[src/rtl/ps2_kbd_io_port.sv]
// PS/2 keyboard receiver with a scancode FIFO, exposed as DATA/STATUS registers on the CPU i/o bus.
// Reading DATA pops the head scancode; irq stays high while the FIFO holds anything.
module ps2_kbd_io_port #(
    parameter int unsigned DEPTH_LOG2 = 3,
    parameter int unsigned TIMEOUT    = 50000,
    parameter logic [8:0]  SEL        = 9'h000
) (
    input  logic        clk,
    input  logic        clrn,
    input  logic        ps2_clk,
    input  logic        ps2_data,
    input  logic [31:0] m_addr,
    input  logic [31:0] d_t_mem,
    input  logic        io_rdn,
    input  logic        io_wrn,
    output logic [31:0] io_data,
    output logic        irq
);

    localparam int unsigned DEPTH = 2 ** DEPTH_LOG2;
    localparam int unsigned CW    = DEPTH_LOG2 + 1;
    localparam int unsigned TW    = $clog2(TIMEOUT + 1);

    typedef enum logic [1:0] {StIdle, StShift, StStop} state_t;

    logic [2:0]            clk_sync_q;
    logic [1:0]            data_sync_q;
    logic                  fall;
    logic                  bit_in;

    state_t                state_q;
    logic [3:0]            bitcnt_q;
    logic [7:0]            shift_q;
    logic                  parity_q;
    logic [TW-1:0]         to_q;

    logic                  frame_end;
    logic                  frame_good;
    logic                  push;
    logic                  bad_frame;

    logic [7:0]            mem [DEPTH];
    logic [DEPTH_LOG2-1:0] rd_ptr_q;
    logic [DEPTH_LOG2-1:0] wr_ptr_q;
    logic [CW-1:0]         count_q;
    logic [CW-1:0]         count_d;
    logic                  overflow_q;
    logic                  frame_err_q;

    logic                  sel;
    logic                  ready;
    logic                  full;
    logic                  pop;
    logic                  do_push;
    logic                  status_wr;
    logic [7:0]            head_byte;
    logic [31:0]           data_reg;
    logic [31:0]           status_reg;
    logic                  unused_bits;

    assign unused_bits = ^{d_t_mem[31:4], d_t_mem[1:0], m_addr[28:12], m_addr[1:0]};

    always_ff @(posedge clk or negedge clrn) begin
        if (!clrn) begin
            clk_sync_q  <= 3'b111;
            data_sync_q <= 2'b11;
        end else begin
            clk_sync_q  <= {clk_sync_q[1:0], ps2_clk};
            data_sync_q <= {data_sync_q[0], ps2_data};
        end
    end

    assign fall   = (clk_sync_q[2:1] == 2'b10);
    assign bit_in = data_sync_q[1];

    always_ff @(posedge clk or negedge clrn) begin
        if (!clrn) begin
            state_q  <= StIdle;
            bitcnt_q <= 4'd0;
            shift_q  <= 8'h00;
            parity_q <= 1'b0;
            to_q     <= '0;
        end else begin
            unique case (state_q)
                StIdle: begin
                    to_q <= '0;
                    if (fall && !bit_in) begin
                        state_q  <= StShift;
                        bitcnt_q <= 4'd0;
                    end
                end
                StShift: begin
                    if (fall) begin
                        to_q <= '0;
                        if (bitcnt_q == 4'd8) begin
                            parity_q <= bit_in;
                            state_q  <= StStop;
                        end else begin
                            shift_q  <= {bit_in, shift_q[7:1]};
                            bitcnt_q <= bitcnt_q + 4'd1;
                        end
                    end else if (to_q == TW'(TIMEOUT - 1)) begin
                        state_q <= StIdle;
                        to_q    <= '0;
                    end else begin
                        to_q <= to_q + TW'(1);
                    end
                end
                StStop: begin
                    if (fall) begin
                        state_q <= StIdle;
                        to_q    <= '0;
                    end else if (to_q == TW'(TIMEOUT - 1)) begin
                        state_q <= StIdle;
                        to_q    <= '0;
                    end else begin
                        to_q <= to_q + TW'(1);
                    end
                end
                default: state_q <= StIdle;
            endcase
        end
    end

    // Odd parity over data+parity, and the stop bit must be high.
    assign frame_end  = (state_q == StStop) && fall;
    assign frame_good = bit_in && (^{shift_q, parity_q});
    assign push       = frame_end && frame_good;
    assign bad_frame  = frame_end && !frame_good;

    assign sel       = (m_addr[31:29] == 3'b101) && (m_addr[11:3] == SEL);
    assign ready     = (count_q != '0);
    assign full      = (count_q == CW'(DEPTH));
    assign pop       = !io_rdn && sel && !m_addr[2] && ready;
    assign do_push   = push && (!full || pop);
    assign status_wr = !io_wrn && sel && m_addr[2];
    assign count_d   = count_q + CW'(do_push) - CW'(pop);

    always_ff @(posedge clk) begin
        if (do_push) begin
            mem[wr_ptr_q] <= shift_q;
        end
    end

    always_ff @(posedge clk or negedge clrn) begin
        if (!clrn) begin
            rd_ptr_q    <= '0;
            wr_ptr_q    <= '0;
            count_q     <= '0;
            overflow_q  <= 1'b0;
            frame_err_q <= 1'b0;
        end else begin
            count_q <= count_d;
            if (do_push) begin
                wr_ptr_q <= wr_ptr_q + DEPTH_LOG2'(1);
            end
            if (pop) begin
                rd_ptr_q <= rd_ptr_q + DEPTH_LOG2'(1);
            end
            // A fresh set takes priority over a same-cycle clear.
            if (push && full && !pop) begin
                overflow_q <= 1'b1;
            end else if (status_wr && d_t_mem[2]) begin
                overflow_q <= 1'b0;
            end
            if (bad_frame) begin
                frame_err_q <= 1'b1;
            end else if (status_wr && d_t_mem[3]) begin
                frame_err_q <= 1'b0;
            end
        end
    end

    assign head_byte  = ready ? mem[rd_ptr_q] : 8'h00;
    assign data_reg   = {23'b0, ready, head_byte};
    assign status_reg = {24'b0, 4'(count_q), frame_err_q, overflow_q, full, ready};
    assign irq        = ready;

    always_comb begin
        io_data = 32'h0;
        if (!io_rdn && sel) begin
            io_data = m_addr[2] ? status_reg : data_reg;
        end
    end

endmodule

[config.mk]
export PLATFORM = sky130hd
export DESIGN_NAME = ps2_kbd_io_port
export DESIGN_NICKNAME = d
export VERILOG_FILES = /design/src/rtl/ps2_kbd_io_port.sv
export SDC_FILE = /design/constraint.sdc
export NUM_CORES = 1
export LEC_CHECK = 0
export ABC_AREA = 1
export ABC_CLOCK_PERIOD_IN_PS = 2800
export CORE_MARGIN = 2
export CORE_UTILIZATION = 54
export CTS_BUF_LIST = sky130_fd_sc_hd__clkbuf_4
export DETAILED_ROUTE_END_ITERATION = 10
export HOLD_SLACK_MARGIN = 0.05
export PLACE_DENSITY = 0.78
export SETUP_SLACK_MARGIN = 0.2
export SLEW_MARGIN = 20
export SYNTH_ARGS = -nofsm -noshare
export SYNTH_HDL_FRONTEND = slang
export SYNTH_SLANG_ARGS = --single-unit
[constraint.sdc]
create_clock -name clk -period 2.8 [get_ports clk]
set_input_delay 0.42 -clock clk [delete_from_list [all_inputs] [get_ports clk]]
set_output_delay 0.42 -clock clk [all_outputs]
set_load 0.02 [all_outputs]
==> flow_summary.toml, run 1 <==
[status]
outcome = "complete, no violations"

[floorplan]
rows = 36
start_util = 0.560
die_h_um = 105
core_area_mm2 = 0.00986
io-pin-count = 103
die_w_um = 105
dieArea_mm2 = 0.0110

[critical_path]
end_kind = "output port"
worstPathArrival_ns = 2.14
cp.required_ns = 2.38
cp_slowest_cell = "dfrtp_2"
path_class = "reg -> out"
crit_chain = "inv_6 -> buf_4 -> o21ai_0 -> o221ai_1 -> o211ai_1 -> a21oi_1 -> clkbuf_2"
path_max_fanout = 19
worst_setup_path_start_kind = "flop"
slowest_delay_ns = 0.47

[synth]
synthTopCellsByCount = "nand2_1 (91), nor2_1 (68), edfxtp_1 (64)"
ys.flop_type = "edfxtp_1"
ys_types = 45
synth.avg_cell_area_um2 = 9.96
synth_top_area_frac = 0.348
yosysMostFrequentCell = "nand2_1"
yosysTopAreaCell = "edfxtp_1"
ys_async_sr_fraction = 0.429
synth_area_leaders = "edfxtp_1 (35%), dfrtp_1 (19%), nand2_1 (6.2%), o21ai_0 (4.6%), nor2_1 (4.6%)"
netlist_area_mm2 = 0.00552
ys_seq_elements = 112
ys_warn_count = 0
yosysSeqAreaShare = 0.567
syn-instance-count = 554
synth_edf_count = 64

[routing]
ant_nets = 0
wl_mm = 10.6
drc = 0
drt_iter0_drc = 221
drt_first_pass_iters = 4
viasPerCell = 5.34
dr_total_vias = 3939
wl_per_cell_um = 14.4

[pwr]
irDropWorstVdd_mv = 0.380
power_mw = 3.95
pwr_density_cell_mw_per_mm2 = 647
leakage_nw = 2.49

[layout]
final_util = 0.619
instances_no_fill = 738
drive_gt1_frac = 0.152
finalNetCount = 685
insertedDiodeCount = 0
syn2layout_area_growth_pct = 10.7

[sta]
rsz0062_at_grt = "yes"
hold_viol_final = 0
whs_ns = 0.356
min_period_ns = 2.56
slew_viol_final = 0
finalSetupViolCount = 0
worst_pin_slew_ns = 0.619
max_freq_ghz = 0.390
tns_ns = 0
period_share = 0.916
slew-limit-headroom = 0.587
fin_worst_skew_ns = 0.0132

[clock_tree]
clkTransAtPathRegs_ns = 0.15
clock-root-buffer = "clkbuf_4"
cts_made_buffers = 9
clk-insertion-delay-late_ns = 0.46
cts_tree = "done"
cts_max_level = 3
cts_buffer_depth = 2
cts_num_sinks = 112

[global_routing]
grt_usage = 0.201
grt_pass1_wl_mm = 17.6
grt_max_degree = 47
antenna_found_initial = 0
grt_pass1_vias = 3839
grt_overflow_total = 0

[place]
place.gp.congestion = 0.870
place_hpwl_mm = 7.44
dp.cells = 717
port-buffer-count = 30

[run]
maxCapViolations = 0

[min_path]
hp-class = "in -> reg"
cell families after synthesis:
kind of cell               synth area share
other                              0.000679
xor gates and xnor gates             0.0236
buffers and inverters                0.0827
AOI/OAI and AO/OA                    0.0984
adders and majority gates            0.0354
DFF                                   0.567
and+or+nand+nor                       0.192
metal layers:
metal / wire, µm / global-route usage / share of wire / up-vias
met3: 538 / 0.0362 / 0.051 / 23
li1: - / - / - / 1913
met4: 235 / 0.0829 / 0.022 / 0
met5: 0 / 0 / 0 / -
met1: 4350 / 0.236 / 0.41 / 1873
met2: 5500 / 0.362 / 0.52 / 130
worst paths after layout:
kind / depth (start not counted) / from / slack, ns / end
hold / removal: 1 / ps2_clk / 0.36 / clk_sync_q[0]$_DFF_PN1_
min in group asynchronous: 2 / clrn / 0.49 / wr_ptr_q[0]$_DFFE_PN0P_
hold reg to reg: 0 / data_sync_q[0]$_DFF_PN1_ / 0.37 / data_sync_q[1]$_DFF_PN1_
max in group asynchronous: 3 / clrn / 1.73 / clk_sync_q[1]$_DFF_PN1_
setup reg to reg: 14 / shift_q[6]$_DFFE_PN0P_ / 0.41 / count_q[2]$_DFF_PN0_
setup / recovery: 7 / rd_ptr_q[0]$_DFFE_PN0N_ / 0.24 / io_data[6]
through the flow:
stage | cell area (µm²) | worst slack (ns)
finish | 6110 | 0.236
global route | 6110 | 0.180
CTS | 6110 | 0.178
detailed placement | 5940 | 0.0513
global placement | 5940 | 0.0641
floorplan | 5600 | 0.626
layout by cell type, fill, tap and decap left out, types with 3 or more instances in the layout:
| cell type | n |
|---|---|
| clkinvlp_4 | 3 |
| inv_2 | 6 |
| edfxtp_1 | 64 |
| nand2_1 | 91 |
| a21oi_1 | 16 |
| conb_1 | 23 |
| clkbuf_2 | 5 |
| o22ai_1 | 7 |
| dfrtp_1 | 39 |
| inv_1 | 51 |
| nand3_1 | 19 |
| o221ai_1 | 7 |
| nor3_1 | 6 |
| o211ai_1 | 7 |
| clkbuf_4 | 12 |
| buf_4 | 19 |
| nand2_2 | 7 |
| dfstp_2 | 5 |
| nand2_4 | 3 |
| nor2_2 | 4 |
| clkdlybuf4s50_1 | 20 |
| xnor2_1 | 3 |
| o21ai_0 | 51 |
| xor2_1 | 10 |
| dfrtp_2 | 4 |
| nor2_1 | 68 |
| ha_1 | 14 |
| nand4_1 | 8 |
worst max-delay path: cells and delay by family, from the launching register on:
family                 cells  cell delay, ns
DFF                        1            0.47
AOI/OAI and AO/OA          4            0.71
buffers and inverters      3            0.50
state kept, by name, summed over array words and instances, names as in the netlist:
register	cells
mem	64
to_q	16
shift_q	8
bitcnt_q	4
count_q	4
clk_sync_q	3
rd_ptr_q	3
wr_ptr_q	3
data_sync_q	2
state_q	2
frame_err_q	1
overflow_q	1
parity_q	1
area by class of cell:
type | instances | area, µm²
clock buffers | 12 | 90.1
clock inverters | 4 | 28.8
fillers | 785 | 3760
inverters | 59 | 230
multi-input cells | 368 | 2030
flip-flops and latches | 112 | 3130
well taps | 133 | 166
repair buffers | 50 | 432
power breakdown:
group	switching [mW]	internal, mW
logic	0.677	0.371
clock network	0.499	0.216
registers	0.208	1.98
total	1.38	2.57
what timing repair did:
action / 4_1_cts / 5_1_grt
hold buffers: 0 / 1
setup endpoints to repair: 9 / 10
setup buffers: 3 / 1
pin swaps: 0 / 1
hold endpoints to repair: 0 / 43
gates resized for setup: 21 / 20
No activity file was read; power rests on OpenSTA's default activity.
==> inputs of run 2 (changes only) <==
- CTS_CLUSTER_DIAMETER: not set -> 60
==> results of run 2 <==
The final DEF is identical to that of run 1; final timing and power are the same.
==> inputs of run 3 (changes only) <==
- CORE_ASPECT_RATIO: not set -> 0.6
- TNS_END_PERCENT: not set -> 10
==> run 3 against run 2 <==
Routed wire length grew 12%; non-clock buffer count grew 8; core utilization grew 0.20 points; count of clock-buffer cells in the layout shrank 2; clock power grew 6.7%; clock skew grew 0.0039 ns; fmax grew 1.7%; global-route usage grew 2.4 points; sequential share of layout area shrank 0.45 points; flip-flop and latch count is the same; die area grew 0.24%; setup slack gained 0.042 ns; largest power group unchanged.
==> flow_summary.toml, run 3 (synthesis gave the netlist of run 1 again) <==
[floorplan]
rows = 28
dieArea_mm2 = 0.0111
io-pin-count = 103
die_h_um = 82.3
start_util = 0.557
core_area_mm2 = 0.00991
die_w_um = 135

[place]
place.gp.congestion = 0.882
port-buffer-count = 30
post-place-ws_ns = 0.0997
place_hpwl_mm = 8.61
dp.cells = 728

[routing]
drc = 0
wl_per_cell_um = 15.9
drt_iter0_drc = 420
wl_mm = 11.9
drt_first_pass_iters = 4
ant_nets = 0
viasPerCell = 5.35
dr_total_vias = 4004

[global_routing]
grt_max_degree = 30
grt_usage = 0.225
grt_overflow_total = 0
grt_pass1_vias = 3665
antenna_found_initial = 0
grt_pass1_wl_mm = 18.8

[layout]
syn2layout_area_growth_pct = 11.6
final_common_cell = "nand2_1"
instances_no_fill = 749
drive_gt1_frac = 0.156
regArea_mm2 = 0.00313
finalNetCount = 694
multi_input_area_mm2 = 0.00203
final_cell_mix = "nand2_1 (91), nor2_1 (68), edfxtp_1 (64)"
largest_reg_flops = 64
final.fill_count = 815
insertedDiodeCount = 0
reg_top3 = "mem x64, to_q x16, shift_q x8"
regMostFlops = "mem"

[run]
maxCapViolations = 0

[clock_tree]
clk-insertion-delay-late_ns = 0.45
cts_max_level = 3
cts_buffer_depth = 2
cts_made_buffers = 9
clkTransAtPathRegs_ns = 0.16
cts_num_sinks = 112
cts_tree = "done"
clock-root-buffer = "clkbuf_4"

[pwr]
seqPwrFrac = 0.549
pwr-share-clk = 0.189
p_switching_mw = 1.42
p_int_mw = 2.61
netSwitchingFraction = 0.353
pwr-share-comb = 0.262
pwr_density_cell_mw_per_mm2 = 655
leakage_nw = 2.53
power_mw = 4.04
irDropWorstVdd_mv = 0.398

[min_path]
hold_path_depth = 1
holdPathEnd = "clk_sync_q[0]$_DFF_PN1_"
hp-start = "ps2_clk"
hp-class = "in -> reg"

[critical_path]
path_max_fanout = 5
r2r_slack_ns = 0.28
end_kind = "output port"
worst_setup_path_start_kind = "flop"
cp.required_ns = 2.38
worstPathArrival_ns = 2.10
crit-reg2reg-capture = "count_q[2]$_DFF_PN0_"
path_class = "reg -> out"
reg2reg_depth = 14
r2r_start = "shift_q[4]$_DFFE_PN0P_"

[sta]
whs_ns = 0.349
slew-limit-headroom = 0.555
worst_slack_ns = 0.278
finalSetupViolCount = 0
slew_viol_final = 0
fin_worst_skew_ns = 0.0171
hold_viol_final = 0
rsz0062_at_grt = "yes"
period_share = 0.901
max_freq_ghz = 0.397
tns_ns = 0
worst_pin_slew_ns = 0.668
min_period_ns = 2.52

[status]
outcome = "complete, no violations"
-- run 3: cell types whose count changed in the layout (fill, tap and decap cells not counted), sizes merged --
cell / previous run / this run
buf: 23 / 31
clkinv: 1 / 5
clkbuf: 17 / 15
bufinv: 0 / 1
clkinvlp: 3 / 2
inv: 59 / 58
-- run 3: worst max path at each step --
stage | depth (start not counted) | slack (ns) | end | startpoint
6_report | 7 | 0.28 | io_data[0] | rd_ptr_q[1]$_DFFE_PN0N_
5_1_grt | 14 | 0.11 | count_q[2]$_DFF_PN0_ | shift_q[6]$_DFFE_PN0P_
4_1_cts | 7 | 0.16 | io_data[0] | rd_ptr_q[0]$_DFFE_PN0N_
3_5_place_dp | 8 | 0.1 | io_data[1] | m_addr[8]
3_3_place_gp | 8 | 0.11 | io_data[0] | m_addr[8]
2_1_floorplan | 15 | 0.63 | count_q[2]$_DFF_PN0_ | shift_q[6]$_DFFE_PN0P_
-- run 3: worst max-delay path: stages (launching register included) --
cell        delay [ns]
dfrtp_2           0.50
clkinvlp_2        0.21
a21oi_1           0.06
a221oi_1          0.27
buf_4             0.17
nor2_1            0.04
nor3b_1           0.19
clkbuf_2          0.20
-- run 3: cell type report --
type / count / area share
clock inverters: 6 / 0.00813
clock buffers: 10 / 0.0122
repair buffers: 58 / 0.0764
multi-input cells: 368 / 0.329
repair inverters: 1 / 0.000813
flip-flops and latches: 112 / 0.509
inverters: 59 / 0.0374
well taps: 135 / 0.0274
-- run 3: metal layers --
| metal | GRT usage | wire, µm | up-vias |
|---|---|---|---|
| met5 | 0 | 0 | - |
| met4 | 0.0537 | 131 | 0 |
| met3 | 0.0562 | 1020 | 14 |
| met2 | 0.329 | 4940 | 155 |
| met1 | 0.340 | 5770 | 1904 |
| li1 | - | - | 1931 |
-- run 3: per-stage QoR --
stage / area, µm² / utilization
finish: 6160 / 0.621
detailed placement: 6010 / 0.606
floorplan: 5600 / -
global route: 6160 / 0.621
global placement: 6010 / 0.606
CTS: 6180 / 0.624
-- run 3: power by group through the flow --
stage / combinational [mW] / sequential (mW) / clock (mW)
4_1_cts: 1.06 / 2.21 / 0.778
3_3_place_gp: 0.993 / 2.23 / 0
3_5_place_dp: 1.04 / 2.25 / 0
6_report: 1.06 / 2.22 / 0.763
5_1_grt: 1.18 / 2.25 / 0.835
2_1_floorplan: 0.832 / 2.15 / 0
-- run 3: what timing repair did --
action,4_1_cts,5_1_grt
buffers inserted,3,0
setup endpoints to repair,9,10
endpoints found under the hold margin,24,0
resized for setup,26,12
gates cloned,0,1
hold buffers,1,0
